### src/rtl/bin2bcd_hex6.sv
`default_nettype none
// ============================================================================
// Module   : bin2bcd_hex6
// Purpose  : 20-bit binary to 6-digit BCD (serial double-dabble) with seven-
//            segment decode; BIN2BCD_LEADING_ZERO_BLANK_EN enables blanking.
// Revision : 1.0 - initial release
// ============================================================================
module bin2bcd_hex6 #(
    parameter bit SEG_ACTIVE_LOW = 1'b1
) (
    input  logic        clk,
    input  logic        reset_n,
    input  logic [19:0] bin,
    input  logic        in_valid,
    output logic        in_ready,
    output logic [23:0] bcd,
    output logic [6:0]  hex0,
    output logic [6:0]  hex1,
    output logic [6:0]  hex2,
    output logic [6:0]  hex3,
    output logic [6:0]  hex4,
    output logic [6:0]  hex5,
    output logic        done,
    output logic        ovf
);

`ifdef BIN2BCD_LEADING_ZERO_BLANK_EN
    localparam bit BLANK_EN = 1'b1;
`else
    localparam bit BLANK_EN = 1'b0;
`endif

    localparam logic [19:0] MAX_VAL   = 20'd999999;
    localparam logic [4:0]  LAST_ITER = 5'd19;
    localparam logic [6:0]  SEG_OFF   = SEG_ACTIVE_LOW ? 7'b1111111 : 7'b0000000;
    localparam logic [6:0]  SEG_ZERO  = SEG_ACTIVE_LOW ? 7'b1000000 : 7'b0111111;
    localparam logic [6:0]  SEG_UPPER_RST = BLANK_EN ? SEG_OFF : SEG_ZERO;

    typedef enum logic [1:0] {
        IDLE = 2'd0,
        CONV = 2'd1,
        DONE = 2'd2
    } state_t;

    state_t      state;
    state_t      state_nxt;
    logic [4:0]  iter;
    logic [19:0] sh_bin;
    logic [23:0] sh_bcd;
    logic [23:0] bcd_adj;
    logic [23:0] bcd_step;
    logic        nz;
    logic [6:0]  hex_nxt [6];
    logic [6:0]  hex_r   [6];

    function automatic logic [6:0] seg7(input logic [3:0] d);
        logic [6:0] p;
        case (d)
            4'd0:    p = 7'b1000000;
            4'd1:    p = 7'b1111001;
            4'd2:    p = 7'b0100100;
            4'd3:    p = 7'b0110000;
            4'd4:    p = 7'b0011001;
            4'd5:    p = 7'b0010010;
            4'd6:    p = 7'b0000010;
            4'd7:    p = 7'b1111000;
            4'd8:    p = 7'b0000000;
            4'd9:    p = 7'b0010000;
            default: p = 7'b1111111;
        endcase
        return SEG_ACTIVE_LOW ? p : ~p;
    endfunction

    // One double-dabble step: correct nibbles >= 5, then shift in the next bit.
    always_comb begin
        bcd_adj = sh_bcd;
        for (int i = 0; i < 6; i++) begin
            if (sh_bcd[4*i +: 4] >= 4'd5)
                bcd_adj[4*i +: 4] = sh_bcd[4*i +: 4] + 4'd3;
        end
        bcd_step = {bcd_adj[22:0], sh_bin[19]};
    end

    // Walk from the top digit down; blank while no nonzero digit seen yet.
    always_comb begin
        nz = 1'b0;
        for (int i = 5; i >= 0; i--) begin
            nz = nz | (bcd_step[4*i +: 4] != 4'd0);
            hex_nxt[i] = (BLANK_EN && (i != 0) && !nz) ? SEG_OFF
                                                       : seg7(bcd_step[4*i +: 4]);
        end
    end

    always_comb begin
        state_nxt = state;
        case (state)
            IDLE:    if (in_valid) state_nxt = CONV;
            CONV:    if (iter == LAST_ITER) state_nxt = DONE;
            DONE:    state_nxt = IDLE;
            default: state_nxt = IDLE;
        endcase
        in_ready = (state == IDLE);
        done     = (state == DONE);
    end

    always_ff @(posedge clk or negedge reset_n) begin
        if (!reset_n) begin
            state  <= IDLE;
            iter   <= 5'd0;
            sh_bin <= 20'd0;
            sh_bcd <= 24'd0;
            bcd    <= 24'd0;
            ovf    <= 1'b0;
            hex_r[0] <= SEG_ZERO;
            for (int i = 1; i < 6; i++) hex_r[i] <= SEG_UPPER_RST;
        end else begin
            state <= state_nxt;
            case (state)
                IDLE: begin
                    if (in_valid) begin
                        sh_bin <= (bin > MAX_VAL) ? MAX_VAL : bin;
                        sh_bcd <= 24'd0;
                        ovf    <= (bin > MAX_VAL);
                        iter   <= 5'd0;
                    end
                end
                CONV: begin
                    sh_bin <= {sh_bin[18:0], 1'b0};
                    sh_bcd <= bcd_step;
                    iter   <= iter + 5'd1;
                    // Results become visible exactly while done is high.
                    if (iter == LAST_ITER) begin
                        bcd <= bcd_step;
                        for (int i = 0; i < 6; i++) hex_r[i] <= hex_nxt[i];
                    end
                end
                default: ;
            endcase
        end
    end

    assign hex0 = hex_r[0];
    assign hex1 = hex_r[1];
    assign hex2 = hex_r[2];
    assign hex3 = hex_r[3];
    assign hex4 = hex_r[4];
    assign hex5 = hex_r[5];

endmodule
`default_nettype wire

### config.mk
export PLATFORM = sky130hd
export DESIGN_NAME = bin2bcd_hex6
export DESIGN_NICKNAME = d
export VERILOG_FILES = /design/src/rtl/bin2bcd_hex6.sv
export SDC_FILE = /design/constraint.sdc
export NUM_CORES = 1
export LEC_CHECK = 0
export CAP_MARGIN = 20
export CORE_UTILIZATION = 35
export DETAILED_ROUTE_END_ITERATION = 6
export RECOVER_POWER = 50
export SYNTH_ARGS = -nofsm -noshare
export SYNTH_HDL_FRONTEND = slang
export SYNTH_SLANG_ARGS = --single-unit
export TNS_END_PERCENT = 50
### constraint.sdc
create_clock -name clk -period 2.39 [get_ports clk]
set_input_delay 0.239 -clock clk [delete_from_list [all_inputs] [get_ports clk]]
set_output_delay 0.239 -clock clk [all_outputs]
set_load 0.02 [all_outputs]
; Yosys cells after proc, flatten, opt, wreduce, memory -nomap -nowiden
; Memory sizes are Yosys's and may differ from the RTL's. A register that Yosys moved wholly into a read port is not among the register bits.
; Cells that the tools add are included.
[totals]
latch_bits = 0
output_inout_bits = 69
elab_cells = 59
romBits = 672
mem_bits_rw = 0
reg_bits = 76
in_bits = 23
mem_count = 6
[op_classes]
n_div = 0
n_mux = 16
n_mul = 0
eq_ne = 5
n_reduce_logical = 12
add_sub_neg = 7
shift = 0
order_cmp = 7
bitwise = 0
[memory_table]
columns = name, depth, word_bits, read_ports, rd_ports_with_merged_regs, wr, line_no
row1 = (name not given), 16, 7, 1, 1, 0, 58  ; case (d)
row2 = (name not given), 16, 7, 1, 1, 0, 58
row3 = (name not given), 16, 7, 1, 1, 0, 58
row4 = (name not given), 16, 7, 1, 1, 0, 58
row5 = (name not given), 16, 7, 1, 1, 0, 58
row6 = (name not given), 16, 7, 1, 1, 0, 58
[ops]
columns = operator, count
row1 = case mux 24 bit (2 select lines), 1
row2 = 2-to-1 mux 20 bit, 2
row3 = case mux 20 bit (2 select lines), 1
row4 = ">= comparator 4 x 3 -> 1 bit, second input constant", 6
row5 = 2-to-1 mux 24 bit, 1
row6 = "adder 4 x 2 -> 4 bit, second input constant", 5
row7 = "> comparator 20 bit, second input constant", 1
row8 = 2-to-1 mux 4 bit, 5
row9 = case mux 5 bit (2 select lines), 1
row10 = AND reduction 2 bit, 4
row11 = zero test 1 bit, 6
row12 = "adder 5 x 1 -> 5 bit, second input constant", 1
row13 = "== test 5 bit, second input constant", 1
row14 = 2-to-1 mux 5 bit, 1
row15 = 2-to-1 mux 2 bit, 2
row16 = "!= test 2 bit, second input constant", 2
row17 = case mux 2 bit (2 select lines), 1
row18 = "adder 3 x 2 -> 3 bit, second input constant", 1
row19 = 2-to-1 mux 3 bit, 1
row20 = "== test 2 x 1 -> 1 bit, second input constant", 1
row21 = "== test 2 bit, second input constant", 1
row22 = zero test 2 bit, 1
row23 = nonzero test 2 bit, 1

; Logic depth before layout (Yosys ltp)
; Gate-level depths: netlist of run 1.
[logic_depth]
ltp_word = 4
mapped_depth = 12
mapped_depth_nobuf = 10

; Worst setup path before layout of run 1
; OpenSTA, ideal clock, no wires.
[synth_timing]
kind = register to register
startpoint = register sh_bcd[16]
endpoint = register hex_r, in the netlist hex5[0]
arrival_time_ns = 2.173
synth_period_minus_slack_ns = 2.314
slack_ns = 0.076
setup_time_ns = 0.141
path_stages_with_launch = 13
required_time_ns = 2.249
n_path_buf = 3
path_cell_list = dfrtp_1 -> buf_2 -> clkbuf_1 -> inv_1 -> ha_1 -> buf_6 -> nor2b_4 -> nor3_1 -> a21oi_1 -> inv_1 -> ha_1 -> o21bai_1 -> o211ai_1
[synth_between]
elab_chain_len = 2
word_cells_on_any_way = 3
cone_classes = add/sub (1) / order compare (1) / mux (1)
[synth_lines]
columns = element, line_no
row1 = "start, declared", 49  ; logic [23:0] sh_bcd;
row2 = "start signal, assigned", 129  ; sh_bcd <= bcd_step;
row3 = adder 4 x 2 -> 4 bit / >= comparator 4 x 3 -> 1 bit (equally long branches), "79, 78"
row4 = 2-to-1 mux 4 bit *, 78  ; if (sh_bcd[4*i +: 4] >= 4'd5)
row5 = named net bcd_adj[19], 50  ; logic [23:0] bcd_adj;
row6 = "end, declared", 54  ; logic [6:0] hex_r [6];
; The timed path passes the listed nets; every way through them passes the cells marked *.
; A chain may end at the register's enable or synchronous reset.

; Final worst setup path of run 1
[layout_timing]
startpoint = register sh_bcd[4]
endpoint = register hex_r, in the netlist hex1[6]
[layout_between]
elab_chain_len = 2
word_cells_on_any_way = 3
cone_classes = add/sub (1) / order compare (1) / mux (1)
[layout_lines]
columns = element, line_no
row1 = adder 4 x 2 -> 4 bit / >= comparator 4 x 3 -> 1 bit (equally long branches), "79, 78"
row2 = 2-to-1 mux 4 bit *, 78
; Every way passes the cells marked *; elsewhere a longest branch is shown, timed or not.

==> results of run 1 <==
==> synthesized netlist by cell type, types with 3 or more instances <==
library cell / number / share of area, %
a211o_1: 3 / 0.39
a211oi_1: 10 / 1.1
a211oi_2: 3 / 0.56
a21oi_1: 29 / 2.2
a21oi_2: 6 / 0.79
a22o_1: 3 / 0.39
a22oi_1: 9 / 1.0
a2bb2oi_1: 4 / 0.52
a31oi_1: 15 / 1.4
and2_1: 3 / 0.28
and2_4: 3 / 0.39
and3_1: 3 / 0.28
buf_2: 13 / 0.97
buf_4: 5 / 0.56
buf_6: 3 / 0.51
clkbuf_1: 22 / 1.2
dfrtp_1: 112 / 42
dfstp_2: 6 / 2.4
ha_1: 29 / 5.4
inv_1: 22 / 1.2
inv_2: 7 / 0.39
mux2i_1: 8 / 1.2
nand2_1: 97 / 5.5
nand2b_1: 13 / 1.2
nand3_1: 28 / 2.1
nand4_1: 5 / 0.47
nor2_1: 41 / 2.3
nor2b_1: 3 / 0.28
nor3_1: 12 / 0.90
nor3_2: 3 / 0.45
o211ai_1: 12 / 1.3
o21a_1: 10 / 1.1
o21ai_0: 89 / 6.7
o21ai_1: 22 / 1.6
o22a_1: 3 / 0.39
o31ai_1: 11 / 1.2
or3_1: 6 / 0.56
xnor2_1: 9 / 1.2
==> logic make-up (layout without fill, tap and decap cells) <==
logic type      count (synthesis)  in the layout
compound gates                258            258
xor+xnor                       10             10
fa+ha+maj                      29             29
buf+inv                        75            179
flops                         118            118
mux                            11             11
simple gates                  232            232
==> cell type report <==
cell class | instances | area share (%)
Clock buffer | 26 | 5.91
Clock inverter | 5 | 0.889
Inverter | 31 | 1.39
Multi-Input combinational cell | 540 | 40.0
Sequential cell | 118 | 35.1
Tap cell | 234 | 3.47
Timing Repair Buffer | 117 | 13.2
==> stage by stage <==
stage | instances | hold slack [ps] | util (%) | setup WS [ps]
finish | 1071 | 371 | 45.1 | 154
global route | 1071 | 413 | 45.1 | 7.27
global placement | 1039 | 228 | 42.2 | 182
detailed placement | 1039 | 230 | 42.2 | 179
CTS | 1071 | 312 | 45.4 | 155
floorplan | 733 | -56.6 | - | 76.0
==> repair_timing <==
| item | 4_1_cts | 5_1_grt |
|---|---|---|
| gates resized for setup | 0 | 0 |
| hold buffers | 1 | 0 |
| endpoints found under the setup margin | 0 | 0 |
| hold endpoints to repair | 31 | 0 |
==> power groups by stage <==
stage / Combinational [mW] / Clock, mW / Sequential (mW)
final: 7.51 / 2.48 / 3.52
after global routing: 8.41 / 2.62 / 3.65
after CTS: 7.61 / 2.53 / 3.53
after detailed placement: 7.58 / 0 / 3.56
after global placement: 7.55 / 0 / 3.53
after floorplan: 4.76 / 0 / 3.94
==> worst reg2reg max path, delay by kind of cell, from the launching register on <==
kind / cells / cell delay, ps
and+or+nand+nor: 3 / 710
adders and majority gates: 2 / 420
DFF: 1 / 450
AOI/OAI and AO/OA: 3 / 560
==> final timing paths <==
path	cells past startpoint	end
setup reg to reg	8	hex1[6]$_DFFE_PN1P_
min in group asynchronous	2	sh_bin[18]$_DFFE_PN0P_
hold / removal	3	sh_bin[13]$_DFFE_PN0P_
setup / recovery	8	hex1[6]$_DFFE_PN1P_
max in group asynchronous	3	sh_bcd[19]$_DFFE_PN0P_
hold reg to reg	2	hex0[2]$_DFFE_PN0P_
==> sequential cells by signal, indices dropped and copies added (netlist names), 2 cells and up <==
register  count
hex5          7
hex0          7
hex1          7
hex4          7
sh_bcd       24
state         2
bcd          24
hex3          7
sh_bin       20
hex2          7
iter          5
==> routing by layer <==
layer  GRT usage, %  routed length (µm)  up-vias
met5              0                   0        -
met4           6.77                 213        0
met3           3.69                 734       17
met2           26.8                7270      118
met1           23.1                7460     2681
li1               -                   -     2826
==> results.ini, run 1 <==
[outcome]
status = completed

[synthesis]
yosysSeqAreaShare_pct = 44.3
yosys-mux-area-fraction_pct = 1.76
synth_top_family_by_area = compound AO/OA/AOI/OAI gates
synthXorXnorAreaFrac_pct = 1.42
synth_ff_type = dfrtp_1
synth_simple_gate_area_share_pct = 16.7
synth-seq-cells = 118
synthAdderAreaFrac_pct = 5.43
postSynthCellCount = 733
async_flop_share_pct = 100
synth.net_count = 785
synth.avg_cell_area_um2 = 9.11
synth_cell_types = 79
ys_warn_count = 0
synth_edf_count = 0
synth_compound_area_share_pct = 25.3
syn_area_um2 = 6680

[timing]
finalSetupViolations = 0
hold_violations = 0
rsz0062_at_grt = false
tightest_slew_ps = 920
slew_headroom_pct = 38.6
tns_ps = 0
slew_viol_final = 0
fin_skew_ps = 13.6
period_needed_ps = 2240
max_freq_mhz = 447
period_share_pct = 93.5

[floorplanning]
fp.dieArea_um2 = 19600
fp.dieW_um = 140
rows = 50
core_area_um2 = 18700
io_pins = 92
start_util_pct = 35.7
die_h_um = 140

[setup_path]
cpLargestDelayFamily = simple AND/OR/NAND/NOR gates
r2r_slack_ps = 150
critPathLaunch = sh_bcd[4]$_DFFE_PN0P_
cp-start-kind = flip-flop
worst_ep_arrival_time_ps = 2550
crit_fanout = 7
slowest_stage = dfrtp_1
cpMostUsedCell = ha_1
worstSetupEndpointType = flip-flop
path_cells = ha_1 > nand2b_1 > a211o_1 > and2_1 > ha_1 > or3_1 > a21oi_1 > o31ai_1
crit_buf_inv = 0
cp_slowest_stage_delay_ps = 450
worstReg2RegStart = sh_bcd[4]$_DFFE_PN0P_
required_ps = 2700
criticalPathCategory = flip-flop to flip-flop

[clocking]
htreeDepth = 4
clk_pin_slew_ps = 60
clk_latency_ps = 430
cts_tree = yes
cts_root_buf = clkbuf_16
cts.sinks = 118
cts_made_buffers = 17
cts.path.max_buffers = 2
cts_setup_buffers = 0

[power]
p_total_mw = 13.5
power_switching_mw = 5.84
irDropWorstVdd_mv = 0.630
pwr-share-comb_pct = 55.6
swShare_pct = 43.2
clkPwrFrac_pct = 18.3
powerDensity_nw_per_um2 = 1600
power.leakage_nw = 3.63
internal-power_mw = 7.66
p_seq_share_pct = 26.0

[global_route]
grt_max_degree = 89
grt_first_pass_wirelength_um = 26900
antenna_found_initial = 0
grt_usage_pct = 17.1
overflow = 0
grt_pass1_vias = 5331

[detailed_routing]
drc_errors = 0
dr.pass1.iters = 5
ant_nets = 0
vias_per_cell = 5.27
wirelength_um = 15700
drtIter0Drc = 333
wl_per_cell_um = 14.6
via_count = 5642

[cells_and_area]
multi_input_area_um2 = 3380
fillers = 1790
syn2layout_area_growth_pct = 26.4
final_cell_mix = dfrtp_1, nand2_1, o21ai_0, clkdlybuf4s50_1, nor2_1
register_area_um2 = 2960
antenna_cells = 0
final_common_cell = dfrtp_1
final_nets = 877
fin_area_um2 = 8440
drive_above_1_share_pct = 11.6

[place]
dpl.hpwl_um = 11100
dpl_cell_area_um2 = 7900
gp_congestion = 0.803
port_buffers = 91

[job]
maxCapViolCount = 0

[min_path]
min_from = bin[13]
hold_class = input pin to flip-flop

No activity file was read; power rests on OpenSTA's default activity.
==> run 2, diff against run 1 <==
--- a/config.mk
+++ b/config.mk
@@ -6,6 +6,7 @@
 export NUM_CORES = 1
 export LEC_CHECK = 0
 export CAP_MARGIN = 20
+export CORE_ASPECT_RATIO = 0.8
 export CORE_UTILIZATION = 35
 export DETAILED_ROUTE_END_ITERATION = 6
 export RECOVER_POWER = 50
==> run 2 against run 1 <==
Against the previous run:
- combinational power is 0.9% higher
- sequential cell count unchanged
- clock power down 4%
- non-clock buffer count is 1 higher
- clock-buffer cell count rose by 3
==> results.ini, run 2 (same netlist as run 1, synthesis figures left out) <==
[timing]
finalSetupViolations = 0  ; unchanged
max_freq_mhz = 448  ; was 447 MHz
period_needed_ps = 2230  ; was 2240 ps
tightest_slew_ps = 1130  ; was 920 ps
hold_slack_ps = 404  ; was 371 ps
tns_ps = 0  ; unchanged
hold_violations = 0  ; unchanged
setup_ws_ps = 158  ; was 154 ps
fin_skew_ps = 10.3  ; was 13.6 ps
period_share_pct = 93.4  ; was 93.5%
slew_viol_final = 0  ; unchanged
slew_headroom_pct = 24.6  ; was 38.6%

[clocking]
cts_made_buffers = 17  ; unchanged
clk_pin_slew_ps = 50  ; was 60 ps
htreeDepth = 4  ; unchanged
cts.sinks = 118  ; unchanged
cts_root_buf = clkbuf_16  ; unchanged
cts.path.max_buffers = 2  ; unchanged
clk_latency_ps = 420  ; was 430 ps
cts_tree = yes  ; unchanged

[place]
dpl_worst_slack_ps = 123  ; was 179 ps
dpl_cell_area_um2 = 7910  ; was 7900 µm²
port_buffers = 91  ; unchanged
gp_congestion = 0.784  ; was 0.803
dpl.hpwl_um = 11000  ; was 11100 µm

[global_route]
grt_usage_pct = 17.2  ; was 17.1%
antenna_found_initial = 0  ; unchanged
grt_pass1_vias = 5107  ; was 5331
overflow = 0  ; unchanged
grt_first_pass_wirelength_um = 26600  ; was 26900 µm
grt_max_degree = 89  ; unchanged

[detailed_routing]
via_count = 5555  ; was 5642
drtIter0Drc = 351  ; was 333
drc_errors = 0  ; unchanged
vias_per_cell = 5.09  ; was 5.27
wl_per_cell_um = 14.5  ; was 14.6 µm
dr.pass1.iters = 5  ; unchanged
ant_nets = 0  ; unchanged
wirelength_um = 15800  ; was 15700 µm

[cells_and_area]
syn2layout_area_growth_pct = 26.8  ; was 26.4%
final_nets = 878  ; was 877
fin_area_um2 = 8470  ; was 8440 µm²
register_area_um2 = 2960  ; about the same
drive_above_1_share_pct = 12.5  ; was 11.6%
fillers = 1813  ; was 1790
antenna_cells = 0  ; unchanged
final_cell_mix = dfrtp_1, nand2_1, o21ai_0, clkdlybuf4s50_1, nor2_1  ; unchanged
multi_input_area_um2 = 3400  ; was 3380 µm²
final_common_cell = dfrtp_1  ; unchanged
reg_top3 = bcd (24), sh_bcd (24), sh_bin (20)  ; unchanged

[setup_path]
required_ps = 2740  ; was 2700 ps
criticalPathCategory = flip-flop to flip-flop  ; unchanged
cp-start-kind = flip-flop  ; unchanged
worstSetupEndpointType = flip-flop  ; unchanged
crit_fanout = 6  ; was 7
worst_ep_arrival_time_ps = 2580  ; was 2550 ps

[floorplanning]
fp.dieW_um = 156  ; was 140 µm
rows = 44  ; was 50
start_util_pct = 36.3  ; was 35.7%
core_area_um2 = 18400  ; was 18700 µm²
io_pins = 92  ; unchanged
fp.dieArea_um2 = 19600  ; about the same
die_h_um = 126  ; was 140 µm

[outcome]
status = completed  ; unchanged

[power]
power.leakage_nw = 3.62  ; was 3.63 nW
powerDensity_nw_per_um2 = 1590  ; was 1600 nW/µm²
irDropWorstVdd_mv = 0.491  ; was 0.630 mV
p_total_mw = 13.5  ; about the same

[job]
maxCapViolCount = 0  ; unchanged

[min_path]
hold_class = input pin to flip-flop  ; unchanged

==> run 2: cell types whose count changed in the layout (fill, tap and decap cells not counted), moves of 2 or more <==
cell and change:
dfrtp_1 -2, dfrtp_2 +2, bufinv_16 -2, clkbuf_8 +3
buf_4 +2
==> run 2: per-layer routing <==
metal | track usage [%] | wire (µm) | share of wire, % | vias to the layer above
met3 | 4.82 | 676 | 4.3 | 12
li1 | - | - | - | 2830
met1 | 25.8 | 8350 | 53 | 2591
met4 | 4.61 | 147 | 0.93 | 0
met2 | 23.8 | 6620 | 42 | 122
met5 | 0 | 0 | 0 | -
==> run 2: final timing paths <==
path | start | end | slack (ps) | cells past startpoint
worst min register to register | bcd[17]$_DFFE_PN0P_ | bcd[17]$_DFFE_PN0P_ | 470 | 2
worst max register to register | sh_bcd[8]$_DFFE_PN0P_ | hex2[6]$_DFFE_PN1P_ | 160 | 9
max in group asynchronous | reset_n | sh_bcd[2]$_DFFE_PN0P_ | 990 | 3
worst max-delay path | sh_bcd[8]$_DFFE_PN0P_ | hex2[6]$_DFFE_PN1P_ | 160 | 9
worst min-delay path | bin[13] | sh_bin[13]$_DFFE_PN0P_ | 400 | 3
min in group asynchronous | reset_n | bcd[16]$_DFFE_PN0P_ | 650 | 3
==> run 2: layout make-up <==
type / instances / area share, %
inverters: 31 / 1.39
multi-input cells: 540 / 40.1
repair buffers: 118 / 13.2
clock inverters: 3 / 0.207
flip-flops and latches: 118 / 35.0
well taps: 253 / 3.74
clock buffers: 29 / 6.38
==> run 2: power by group <==
| group | internal (mW) | leakage (nW) | switching (mW) |
|---|---|---|---|
| combinational | 3.17 | 1.85 | 4.41 |
| sequential | 2.87 | 1.49 | 0.635 |
| clock | 1.52 | 0.274 | 0.864 |
| total | 7.56 | 3.62 | 5.91 |
==> run 2: critical path, stage by stage (launching register included) <==
cell	delay, ps
dfrtp_1	440
inv_1	150
ha_1	190
nand2b_1	130
a21o_4	280
xnor2_2	280
ha_1	230
a211oi_2	50
a211oi_1	240
o22a_1	170
==> run 2: repair_timing <==
item	4_1_cts	5_1_grt
endpoints found under the hold margin	112	0
endpoints found under the setup margin	0	8
gates resized for setup	0	5
buffers inserted	0	0
hold buffers	1	0
==> run 2: through the flow <==
stage	cells	util, %
final	1092	46.0
after detailed placement	1059	43.0
after CTS	1092	46.1
after global placement	1059	43.0
after global routing	1092	46.0
after floorplan	733	-
==> run 3, diff against run 2 <==
--- a/config.mk
+++ b/config.mk
@@ -9,6 +9,7 @@
 export CORE_ASPECT_RATIO = 0.8
 export CORE_UTILIZATION = 35
 export DETAILED_ROUTE_END_ITERATION = 6
+export GPL_ROUTABILITY_DRIVEN = 1
 export RECOVER_POWER = 50
 export SYNTH_ARGS = -nofsm -noshare
 export SYNTH_HDL_FRONTEND = slang
==> constraint.sdc (replaced) <==
create_clock -name clk -period 2.4 [get_ports clk]
set_input_delay 0.24 -clock clk [delete_from_list [all_inputs] [get_ports clk]]
set_output_delay 0.24 -clock clk [all_outputs]
set_load 0.02 [all_outputs]
==> run 3 against run 2 <==
Against the previous run:
- first-iteration DRC count grew 1.7%
- critical path depth shrank 1
- via count grew 0.29%
- sequential share of layout area is essentially flat
- die area is the same
- sequential cell count is the same
- routed wire length grew 1.9%
- largest cell class unchanged
- largest power group unchanged
==> results.ini, run 3 (same netlist as run 1, synthesis figures left out) <==
[outcome]
status = completed  ; unchanged

[cells_and_area]
final_common_cell = dfrtp_1  ; unchanged
antenna_cells = 0  ; unchanged
fin_area_um2 = 8470  ; about the same
fin_util_pct = 46.1  ; was 46.0%
final_nets = 876  ; was 878
drive_above_1_share_pct = 12.3  ; was 12.5%
fillers = 1812  ; was 1813
final_cells = 1090  ; was 1092
reg_top3 = bcd (24), sh_bcd (24), sh_bin (20)  ; unchanged
final_cell_mix = dfrtp_1, nand2_1, o21ai_0, clkdlybuf4s50_1, nor2_1  ; unchanged
syn2layout_area_growth_pct = 26.9  ; was 26.8%

[global_route]
grt_max_degree = 89  ; unchanged
antenna_found_initial = 0  ; unchanged
overflow = 0  ; unchanged
grt_first_pass_wirelength_um = 26800  ; was 26600 µm
grt_usage_pct = 17.1  ; was 17.2%
grt_pass1_vias = 5174  ; was 5107

[timing]
slew_viol_final = 0  ; unchanged
fin_skew_ps = 7.01  ; was 10.3 ps
period_share_pct = 92.7  ; was 93.4%
slew_headroom_pct = 18.0  ; was 24.6%
finalSetupViolations = 0  ; unchanged
tightest_slew_ps = 1230  ; was 1130 ps
max_freq_mhz = 449  ; was 448 MHz
hold_violations = 0  ; unchanged
period_needed_ps = 2220  ; was 2230 ps
tns_ps = 0  ; unchanged
rsz0062_at_grt = false

[detailed_routing]
via_count = 5571  ; was 5555
wirelength_um = 16100  ; was 15800 µm
vias_per_cell = 5.11  ; was 5.09
drc_errors = 0  ; unchanged
ant_nets = 0  ; unchanged
dr.pass1.iters = 4  ; was 5
wl_per_cell_um = 14.8  ; was 14.5 µm
drtIter0Drc = 357  ; was 351

[floorplanning]
io_pins = 92  ; unchanged
fp.dieArea_um2 = 19600  ; unchanged
rows = 44  ; unchanged
fp.dieW_um = 156  ; unchanged
start_util_pct = 36.3  ; unchanged
die_h_um = 126  ; unchanged
core_area_um2 = 18400  ; unchanged

[min_path]
hold_class = input pin to flip-flop  ; unchanged
whs_endpoint = sh_bin[12]$_DFFE_PN0P_  ; was sh_bin[13]$_DFFE_PN0P_
min_path_cells = 3  ; unchanged
min_from = bin[12]  ; was bin[13]

[setup_path]
crit_fanout = 7  ; was 6
worstReg2RegStart = sh_bcd[4]$_DFFE_PN0P_  ; was sh_bcd[8]$_DFFE_PN0P_
cp-start-kind = flip-flop  ; unchanged
worst_ep_arrival_time_ps = 2530  ; was 2580 ps
criticalPathCategory = flip-flop to flip-flop  ; unchanged
required_ps = 2700  ; was 2740 ps
worstSetupEndpointType = flip-flop  ; unchanged
reg2regPathDepth = 8  ; was 9
r2r-end = hex1[4]$_DFFE_PN0P_  ; was hex2[6]$_DFFE_PN1P_
r2r_slack_ps = 180  ; was 160 ps

[clocking]
cts_made_buffers = 17  ; unchanged
clk_latency_ps = 410  ; was 420 ps
htreeDepth = 4  ; unchanged
cts_root_buf = clkbuf_16  ; unchanged
clk_pin_slew_ps = 50  ; about the same
cts_setup_buffers = 0  ; unchanged
cts_tree = yes  ; unchanged
cts.path.max_buffers = 2  ; unchanged
cts.sinks = 118  ; unchanged

[place]
dpl.hpwl_um = 11200  ; was 11000 µm
gp_congestion = 0.796  ; was 0.784
port_buffers = 91  ; unchanged
placed_cells = 1057  ; was 1059
dpl_cell_area_um2 = 7890  ; was 7910 µm²

[power]
power.leakage_nw = 3.64  ; was 3.62 nW
powerDensity_nw_per_um2 = 1610  ; was 1590 nW/µm²
irDropWorstVdd_mv = 0.481  ; was 0.491 mV

[job]
maxCapViolCount = 0  ; unchanged

-- run 3: cell count changes in the layout (fill, tap and decap cells not counted), moves of 2 or more --
cell             change
bufinv_16            +3
clkdlybuf4s50_1      -4
clkbuf_8             -5
dlygate4sd3_1        +4
clkinv_2             +2
-- run 3: power breakdown --
part           internal [mW]  switching [mW]  leakage, nW  total [mW]
combinational           3.12            4.41         1.85        7.53
sequential              2.86           0.658         1.50        3.52
clock                   1.68           0.878        0.291        2.56
total                   7.66            5.95         3.64        13.6
-- run 3: worst max-delay path by stage --
stage | cells after the start | start | to | slack, ps
2_1_floorplan | 12 | sh_bcd[16]$_DFFE_PN0P_ | hex5[0]$_DFFE_PN0P_ | 90
3_3_place_gp | 9 | sh_bcd[8]$_DFFE_PN0P_ | hex2[5]$_DFFE_PN0P_ | 180
3_5_place_dp | 8 | sh_bcd[0]$_DFFE_PN0P_ | hex1[4]$_DFFE_PN0P_ | 120
4_1_cts | 8 | sh_bcd[0]$_DFFE_PN0P_ | hex1[4]$_DFFE_PN0P_ | 90
5_1_grt | 8 | sh_bcd[4]$_DFFE_PN0P_ | hex1[6]$_DFFE_PN1P_ | 10
6_report | 8 | sh_bcd[4]$_DFFE_PN0P_ | hex1[4]$_DFFE_PN0P_ | 180
-- run 3: worst max-delay path, stage by stage (launching register included) --
cell	delay [ps]
dfrtp_1	450
ha_1	240
nand2b_1	160
a211o_1	330
and2_1	180
buf_4	160
ha_1	200
and3_1	150
o31ai_1	260
-- run 3: repair_timing --
item,in CTS,in global routing
hold buffers,1,0
endpoints found under the setup margin,0,7
resized for setup,0,5
hold endpoints to repair,42,0
-- run 3: cell type report --
type | count | area, µm² | area share [%]
Clock buffer | 23 | 468 | 5.52
Clock inverter | 9 | 126 | 1.49
Inverter | 31 | 118 | 1.39
Multi-Input combinational cell | 540 | 3400 | 40.1
Sequential cell | 118 | 2960 | 35.0
Tap cell | 253 | 317 | 3.74
Timing Repair Buffer | 116 | 1080 | 12.8
-- run 3: metrics by stage --
step | power [mW] | worst slack [ps] | hold WS (ps)
CTS | 13.7 | 88.3 | 374
floorplan | 8.66 | 86.0 | -55.6
finish | 13.6 | 175 | 393
detailed placement | 11.0 | 121 | 317
global placement | 11.0 | 183 | 318
global route | 14.7 | 12.6 | 397
-- run 3: per-layer routing --
metal | track usage [%] | vias to the layer above | routed length (µm)
li1 | - | 2817 | -
met1 | 26.1 | 2619 | 8470
met2 | 23.8 | 123 | 6740
met3 | 3.99 | 12 | 725
met4 | 4.44 | 0 | 149
met5 | 0 | - | 0
